**src/rtl/apb_req_initiator.sv**
```systemverilog
// APB requester: turns a single valid/ready request into one APB transfer and
// returns the result on a valid/ready response channel, with optional timeout.
module apb_req_initiator #(
    parameter int          ADDR_W  = 16,
    parameter int          DATA_W  = 32,
    parameter int          TIMEOUT = 255,
    parameter logic [2:0]  PROT    = 3'b000
) (
    input  logic                  clk,
    input  logic                  rst_n,
    input  logic                  req_vld,
    output logic                  req_rdy,
    input  logic                  req_write,
    input  logic [ADDR_W-1:0]     req_addr,
    input  logic [DATA_W-1:0]     req_wdata,
    input  logic [DATA_W/8-1:0]   req_strb,
    output logic                  rsp_vld,
    input  logic                  rsp_rdy,
    output logic [DATA_W-1:0]     rsp_rdata,
    output logic                  rsp_err,
    output logic                  rsp_timeout,
    output logic [ADDR_W-1:0]     p_addr,
    output logic [2:0]            p_prot,
    output logic                  p_sel,
    output logic                  p_enable,
    output logic                  p_write,
    output logic [DATA_W-1:0]     p_wdata,
    output logic [DATA_W/8-1:0]   p_strb,
    input  logic                  p_ready,
    input  logic [DATA_W-1:0]     p_rdata,
    input  logic                  p_slverr
);

    // The counter only has to hold completed wait cycles, i.e. at most TIMEOUT-1.
    localparam int                CNT_W    = (TIMEOUT > 1) ? $clog2(TIMEOUT) : 1;
    localparam logic [CNT_W-1:0]  CNT_LAST = (TIMEOUT > 0) ? CNT_W'(TIMEOUT - 1) : '0;

    typedef enum logic [1:0] {
        IDLE,
        SETUP,
        ACCESS,
        RESP
    } state_t;

    state_t            state;
    logic [CNT_W-1:0]  wait_cnt;

    assign p_prot = PROT;

    // NOTE: all state and registered outputs use non-blocking assignments so every
    // register samples the pre-edge values, independent of statement order.
    always_ff @(posedge clk) begin
        if (!rst_n) begin
            state       <= IDLE;
            wait_cnt    <= '0;
            req_rdy     <= 1'b0;
            rsp_vld     <= 1'b0;
            rsp_rdata   <= '0;
            rsp_err     <= 1'b0;
            rsp_timeout <= 1'b0;
            p_addr      <= '0;
            p_sel       <= 1'b0;
            p_enable    <= 1'b0;
            p_write     <= 1'b0;
            p_wdata     <= '0;
            p_strb      <= '0;
        end else begin
            unique case (state)
                IDLE: begin
                    req_rdy <= 1'b1;
                    if (req_vld && req_rdy) begin
                        req_rdy  <= 1'b0;
                        p_sel    <= 1'b1;
                        p_addr   <= req_addr;
                        p_write  <= req_write;
                        p_wdata  <= req_wdata;
                        p_strb   <= req_write ? req_strb : '0;
                        wait_cnt <= '0;
                        state    <= SETUP;
                    end
                end
                SETUP: begin
                    p_enable <= 1'b1;
                    state    <= ACCESS;
                end
                ACCESS: begin
                    // A ready completer wins over a timeout expiring on the same cycle.
                    if (p_ready) begin
                        p_sel       <= 1'b0;
                        p_enable    <= 1'b0;
                        rsp_vld     <= 1'b1;
                        rsp_rdata   <= (p_write || p_slverr) ? '0 : p_rdata;
                        rsp_err     <= p_slverr;
                        rsp_timeout <= 1'b0;
                        state       <= RESP;
                    end else if (TIMEOUT != 0 && wait_cnt == CNT_LAST) begin
                        p_sel       <= 1'b0;
                        p_enable    <= 1'b0;
                        rsp_vld     <= 1'b1;
                        rsp_rdata   <= '0;
                        rsp_err     <= 1'b1;
                        rsp_timeout <= 1'b1;
                        state       <= RESP;
                    end else begin
                        wait_cnt <= wait_cnt + 1'b1;
                    end
                end
                RESP: begin
                    if (rsp_rdy) begin
                        rsp_vld <= 1'b0;
                        req_rdy <= 1'b1;
                        state   <= IDLE;
                    end
                end
                default: state <= IDLE;
            endcase
        end
    end

endmodule

```
**config.mk**
```make
export PLATFORM = sky130hd
export DESIGN_NAME = apb_req_initiator
export DESIGN_NICKNAME = d
export VERILOG_FILES = /design/src/rtl/apb_req_initiator.sv
export SDC_FILE = /design/constraint.sdc
export NUM_CORES = 1
export LEC_CHECK = 0
export ABC_AREA = 1
export CORE_MARGIN = 10
export CORE_UTILIZATION = 44
export DETAILED_ROUTE_END_ITERATION = 6
export GPL_TIMING_DRIVEN = 0
export PLACE_DENSITY = 0.86
export SETUP_SLACK_MARGIN = 0.15
export SYNTH_ARGS = -nofsm -noshare
export SYNTH_HDL_FRONTEND = slang
export SYNTH_SLANG_ARGS = --single-unit
```
**constraint.sdc**
```tcl
create_clock -name clk -period 2.4 [get_ports clk]
set_input_delay 0.72 -clock clk [delete_from_list [all_inputs] [get_ports clk]]
set_output_delay 0.72 -clock clk [all_outputs]
set_load 0.03 [all_outputs]
```
### After elaboration in Yosys (flattened, before gate mapping)

Index checks and enable logic that the tools add are counted.

| storage, ports and cells | value |
|---|---|
| bits in registers | 101 |
| bits in latches | 0 |
| RAM bits | 0 |
| ROM bits | 0 |
| input bits | 91 |
| output and inout port bits | 94 |
| memories kept | 0 |

| cells by class | value |
|---|---|
| add/subtract/negate cells | 1 |
| multipliers | 0 |
| divide/modulo/power cells | 0 |
| $lt $le $gt $ge | 0 |
| equal/unequal tests | 9 |
| shifts and indexed selects | 0 |
| multiplexer cells | 27 |
| bitwise gates (word level) | 0 |
| reduce and logical (&&, ||, !) cells | 16 |

Operators by type and width:

| kind | number |
|---|---|
| 32-bit 2-to-1 mux | 3 |
| 8-bit 2-to-1 mux | 3 |
| 8-bit case mux with 2 select lines | 1 |
| 1-bit 2-to-1 mux | 10 |
| 2-bit nonzero test | 5 |
| 3-bit AND reduction | 3 |
| 8-bit by 1-bit adder with 8-bit output (second input constant) | 1 |
| 8-bit equality test (second input constant) | 1 |
| 2-bit 2-to-1 mux | 4 |
| 2-bit inequality test (second input constant) | 4 |
| 1-bit case mux with 2 select lines | 4 |
| 2-bit case mux with 4 select lines | 1 |
| 2-bit AND reduction | 4 |
| 2-bit equality test (second input constant) | 2 |
| 4-bit 2-to-1 mux | 1 |
| 4-bit AND reduction | 1 |
| 3-bit inequality test (second input constant) | 1 |
| 2-bit by 1-bit equality test with 1-bit output (second input constant) | 1 |
| 2-bit logical NOT | 1 |
| 1-bit logical AND | 1 |
| 1-bit logical OR | 1 |

### Depth between registers and ports, before layout

Gate-level depths: netlist of run 1.

| logic depth | value |
|---|---|
| word-level depth | 4 |
| depth in mapped cells | 11 |
| depth with buffers taken out | 11 |

### Least setup slack after synthesis of run 1

No wires, ideal clock.

| timing | value |
|---|---|
| kind | in2reg |
| from | input rst_n |
| to | register p_wdata[17] |
| arrival time | 1,395 ps |
| data required time | 2,268 ps |
| slack | 873 ps |
| cell stages on the path | 4 |
| cells stage by stage | inv_1 -> clkbuf_1 -> buf_1 -> a21oi_1 |

RTL lines:

| item | RTL line | text |
|---|---|---|
| start: declaration | 10 | `input logic rst_n,` |
| end signal: assignment | 76 | `p_wdata <= req_wdata;` |
| end: declaration | 27 | `output logic [DATA_W-1:0] p_wdata,` |

No word-level cell between the ends.

### Worst setup path in the final report of run 1

| timing | value |
|---|---|
| from | register p_write |
| to | output p_write |

RTL lines:

| item | RTL line | text |
|---|---|---|
| start: declaration | 26 | `output logic p_write,` |
| start signal: assignment | 75 | `p_write <= req_write;` |

No word-level cell between the ends.

==> results of run 1 <==
area by class of cell:
| class | instances | share of cell area |
|---|---|---|
| Multi-Input combinational cell | 358 | 0.269 |
| Clock buffer | 10 | 0.0213 |
| Inverter | 21 | 0.0132 |
| Clock inverter | 6 | 0.00794 |
| Tap cell | 108 | 0.0226 |
| Timing Repair Buffer | 181 | 0.303 |
| Sequential cell | 101 | 0.338 |
| Buffer | 33 | 0.0255 |
worst min-delay path, stage by stage (launching register included):
cell and delay [ps]:
dfxtp_1 320, nand2_1 60, a21oi_1 50
final timing paths:
kind                       from       endpoint  slack [ps]  cells past startpoint
setup / recovery        p_write        p_write         250                      1
hold / removal    rsp_rdata[14]  rsp_rdata[14]         470                      2
setup reg to reg       state[0]      p_strb[1]         590                      9
hold reg to reg   rsp_rdata[14]  rsp_rdata[14]         470                      2
state kept, by name (all words and copies together), names as in the netlist, 2 cells and up:
| signal | cells |
|---|---|
| p_strb | 4 |
| wait_cnt | 8 |
| p_wdata | 32 |
| p_addr | 16 |
| state | 2 |
| rsp_rdata | 32 |
through the flow:
step / TNS (ps) / area, sq um / instances / hold slack [ps] / setup WS [ps]
floorplan: 0 / 3860 / 513 / 458 / 873
global placement: -10550 / 5810 / 802 / 448 / -226
detailed placement: -14030 / 5810 / 802 / 455 / -284
CTS: 0 / 5990 / 818 / 468 / 216
global route: 0 / 5990 / 818 / 489 / 191
finish: 0 / 5990 / 818 / 466 / 249
routing by layer:
| metal | vias up | part of all wire | wire length [microns] |
|---|---|---|---|
| li1 | 2036 | - | - |
| met1 | 1881 | 0.38 | 4930 |
| met2 | 130 | 0.52 | 6770 |
| met3 | 22 | 0.076 | 993 |
| met4 | 0 | 0.025 | 323 |
| met5 | - | 0 | 0 |
power by group through the flow:
stage          registers, W  clock network, W  logic, W
2_1_floorplan       0.00240                 0  0.000698
3_3_place_gp        0.00204                 0   0.00174
3_5_place_dp        0.00206                 0   0.00178
4_1_cts             0.00202          0.000994   0.00179
5_1_grt             0.00205           0.00106   0.00195
6_report            0.00202          0.000983   0.00177
cells by family (layout without fill, tap and decap cells):
logic type / Yosys count / in the layout / synth area share
AND/OR/NAND/NOR: 245 / 245 / 0.260
AO/OA/AOI/OAI: 105 / 105 / 0.139
flip-flops: 101 / 101 / 0.524
buffers and inverters: 54 / 251 / 0.0597
adder cells (fa/ha/maj): 5 / 5 / 0.0162
other: 1 / 3 / 0.000972
what timing repair did:
action / in CTS / in global routing
buffers inserted: 0 / 0
gates cloned: 0 / 0
endpoints found under the setup margin: 26 / 1
hold buffers: 0 / 0
resized for setup: 1 / 1
endpoints found under the hold margin: 0 / 0
cell usage after synthesis:
master,number
nor2_2,1
nor2_4,1
buf_4,5
a211oi_1,2
nand2_1,176
conb_1,1
inv_2,5
dfxtp_1,101
o21ai_1,3
nor3b_1,2
clkbuf_1,20
nor3_1,2
buf_1,1
a21oi_1,96
o21bai_1,1
nand2_2,2
nor2_1,19
nand3_2,1
inv_1,16
o21ai_0,2
buf_2,7
o21ai_2,1
nand3_1,41
ha_1,5
==> impl_metrics.tcl, run 1 <==
set metrics [dict create \
    outcome "complete, no violations" \
    cap_violations 0 \
    fp.coreArea_sq_um 8640 \
    io_buffers 181 \
    power_w 0.00477 \
    multi_input_area_sq_um 1610 \
    use_met1 0.215 \
    first_iter_violations 192 \
    antenna_found_initial 0 \
    grt_max_degree 18 \
    drc 0 \
    first_pass_iters 4 \
    report.final.slew_viol_count 0 \
    period_share 0.896 \
    final_util 0.694 \
    io_pins 185 \
    start_util 0.447 \
    busiest_layer "met2" \
    cp.arrival_ps 1430 \
    yosysWarnings 0 \
    crit_type "reg -> out" \
    syn_avg_cell_area_sq_um 7.55 \
    overflow 0 \
    power.internal_w 0.00298 \
    rsz0062_at_grt "false" \
    required_ps 1680 \
    numCtsBuffers 9 \
    critPathMaxStageDelay_ps 710 \
    p_comb_frac 0.371 \
    yosysSeqAreaShare 0.524 \
    hold_violations 0 \
    pwr-share-seq 0.423 \
    wirelength_microns 13000 \
    path_cells "clkdlybuf4s50_1" \
    fp.dieH_microns 114 \
    grt_util_met2 0.350 \
    synth.largest_area_cell "dfxtp_1" \
    path_max_fanout 3 \
    postSynthCellCount 511 \
    gr-usage-all-layers 0.198 \
    max_freq_mhz 465 \
    slew_headroom 0.636 \
    finalClockSkew_ps 11.5 \
    die_width_microns 114 \
    synth-seq-cells 101 \
    grt_pass1_wl_microns 20800 \
    globalRouteMet3Util 0.0583 \
    layout_common_cells "clkdlybuf4s50_1, nand2_1, dfxtp_1, a21oi_1, nand3_1" \
    cts.reportedPaths.clkPinSlew_ps 100 \
    place_congestion 0.855 \
    synth_top_area_frac 0.524 \
    syn_to_final_growth_pct 55.3 \
    register_area_sq_um 2020 \
    syn-cell-area_sq_um 3860 \
    nets 801 \
    cts_num_sinks 101 \
    cts_root_buffer "clkbuf_8" \
    powerDensity_nw_per_um2 797 \
    vias 4069 \
    setup_viol 0 \
    clock_latency_ps 360 \
    cts_tree "yes" \
    clockBufferDepth 2 \
    antennaDiodeCount 0 \
    synth_cell_types 24 \
    drive_above_1_share 0.0549 \
    p_leak_nw 2.16 \
    vias_per_cell 4.97 \
    worst-slew-pin-transition_ps 545 \
    critical_path.slowest_cell "clkdlybuf4s50_1" \
    htree_levels 3 \
    dieArea_sq_um 12900 \
    drtAntennaViolNets 0 \
    grt_pass1_vias 4071 \
    netlist_top_cells_area "dfxtp_1, nand2_1, a21oi_1, nand3_1, clkbuf_1" \
    nFillCells 691 \
    end_kind "primary output" \
    cp_top_family "buffers and inverters" \
    cp_num_buf_inv 1 \
    critical_path.startpoint_type "flop" \
    p_sw_frac 0.376 \
    rows 34 \
    final_common_cell "clkdlybuf4s50_1" \
    ir_drop_mv 0.437 \
    detailed_place_hpwl_microns 10200 \
    p_switching_w 0.00179 \
    p_clk_frac 0.206 \
    hold_path_class "reg -> reg" \
    min_period_ps 2150 \
    routedWlPerCell_microns 15.9 \
]
Note: power is estimated with default switching activity, not from simulation.
==> inputs of run 2 (changes only) <==
CORE_UTILIZATION = 45   (was 44)
CTS_BUF_LIST = sky130_fd_sc_hd__clkbuf_8   (was not set)
PLACE_DENSITY = 0.87   (was 0.86)
TNS_END_PERCENT = 100   (was not set)
==> impl_metrics.tcl, run 2 (same netlist as run 1, synthesis figures left out) <==
set metrics [dict create \
    critical_path.slowest_cell "clkdlybuf4s50_1" \
    first_pass_iters 5 \
    vias 4121 \
    nFillCells 640 \
    multi_input_area_sq_um 1610 \
    highest-signal-layer "met4" \
    overflow 0 \
    cp_num_buf_inv 1 \
    io_buffers 181 \
    outcome "complete, no violations" \
    p_clk_frac 0.239 \
    ir_drop_mv 0.437 \
    final_common_cell "clkdlybuf4s50_1" \
    max_freq_mhz 463 \
    report.final.slew_viol_count 0 \
    grt_pass1_wl_microns 21000 \
    vias_per_cell 5.06 \
    min_period_ps 2160 \
    p_sw_frac 0.363 \
    grt_pass1_vias 4230 \
    cp.arrival_ps 1440 \
    finalClockSkew_ps 7.92 \
    htree_levels 3 \
    rows 33 \
    first_iter_violations 200 \
    io_pins 185 \
    placedCellCount 799 \
    p_leak_nw 2.18 \
    p_comb_frac 0.357 \
    fp.coreArea_sq_um 8300 \
    cts.reportedPaths.clkPinSlew_ps 90 \
    wirelength_microns 13300 \
    met1_length_microns 4790 \
    pwr-share-seq 0.404 \
    place_congestion 0.852 \
    syn_to_final_growth_pct 56.5 \
    reg.largest.list "p_wdata x32, rsp_rdata x32, p_addr x16" \
    path_cells "clkdlybuf4s50_1" \
    cts_tree "yes" \
    gr-usage-all-layers 0.200 \
    crit_type "reg -> out" \
    clock_latency_ps 360 \
    clockBufferDepth 2 \
    routedWlPerCell_microns 16.3 \
    final_cells 815 \
    die_width_microns 113 \
    critical_path.startpoint_type "flop" \
    required_ps 1680 \
    period_share 0.900 \
    setup_viol 0 \
    drc 0 \
    end_kind "primary output" \
    drive_above_1_share 0.0549 \
    layout_common_cells "clkdlybuf4s50_1, nand2_1, dfxtp_1, a21oi_1, nand3_1" \
    critPathMaxStageDelay_ps 700 \
    final_util 0.727 \
    worst-slew-pin-transition_ps 589 \
    cts_resized 0 \
    p_switching_w 0.00182 \
    cts_num_sinks 101 \
    path_max_fanout 3 \
    cp_top_family "buffers and inverters" \
    wl_met3_microns 1260 \
    nets 801 \
    postCtsSetupRepairBufs 0 \
    numCtsBuffers 9 \
    cap_violations 0 \
    start_util 0.465 \
    hold_path_class "reg -> reg" \
    drtAntennaViolNets 0 \
    grt_max_degree 18 \
    met2_length_microns 6700 \
    hold_violations 0 \
    antennaDiodeCount 0 \
    detailed_place_hpwl_microns 10500 \
    powerDensity_nw_per_um2 830 \
    cts_root_buffer "clkbuf_8" \
    slew_headroom 0.607 \
    antenna_found_initial 0 \
    register_area_sq_um 2020 \
    cts_hold_buf 0 \
    fp.dieH_microns 113 \
    rsz0062_at_grt "false" \
    power.internal_w 0.00319 \
    dieArea_sq_um 12700 \
]
==> run 2: stage by stage <==
| step | setup WS (ps) | instance area [sq um] | setup TNS, ps | power (W) | hold WS [ps] |
|---|---|---|---|---|---|
| 2_1_floorplan | 873 | 3860 | 0 | 0.00310 | 458 |
| 3_5_place_dp | -220 | 5810 | -10850 | 0.00385 | 454 |
| 3_3_place_gp | -188 | 5810 | -9110 | 0.00378 | 447 |
| 4_1_cts | 162 | 6030 | 0 | 0.00504 | 468 |
| 6_report | 240 | 6040 | 0 | 0.00501 | 464 |
| 5_1_grt | 179 | 6040 | 0 | 0.00528 | 482 |
==> run 2: worst paths after layout <==
| kind | from | endpoint | slack, ps | cells after the start |
|---|---|---|---|---|
| worst max register to register | state[0] | p_strb[3] | 640 | 9 |
| worst max-delay path | p_write | p_write | 240 | 1 |
| worst min register to register | rsp_rdata[12] | rsp_rdata[12] | 460 | 2 |
| worst min-delay path | rsp_rdata[12] | rsp_rdata[12] | 460 | 2 |
==> run 2: power by group through the flow <==
stage / Combinational, W / Sequential (W) / Clock [W]
final: 0.00179 / 0.00202 / 0.00120
after floorplan: 0.000698 / 0.00240 / 0
after CTS: 0.00179 / 0.00202 / 0.00122
after global routing: 0.00193 / 0.00205 / 0.00129
after detailed placement: 0.00179 / 0.00206 / 0
after global placement: 0.00173 / 0.00205 / 0
==> run 2: per-layer routing <==
layer  vias up  track usage
met2       144        0.355
met1      1911        0.200
met3        31       0.0761
li1       2035            -
met4         0        0.102
met5         -            0
==> run 2: cell type report <==
class / instances / share of cell area
Sequential cell: 101 / 0.335
Timing Repair Buffer: 181 / 0.301
Multi-Input combinational cell: 358 / 0.267
Buffer: 33 / 0.0253
Tap cell: 105 / 0.0218
Clock buffer: 9 / 0.0205
Clock inverter: 7 / 0.0166
Inverter: 21 / 0.0131
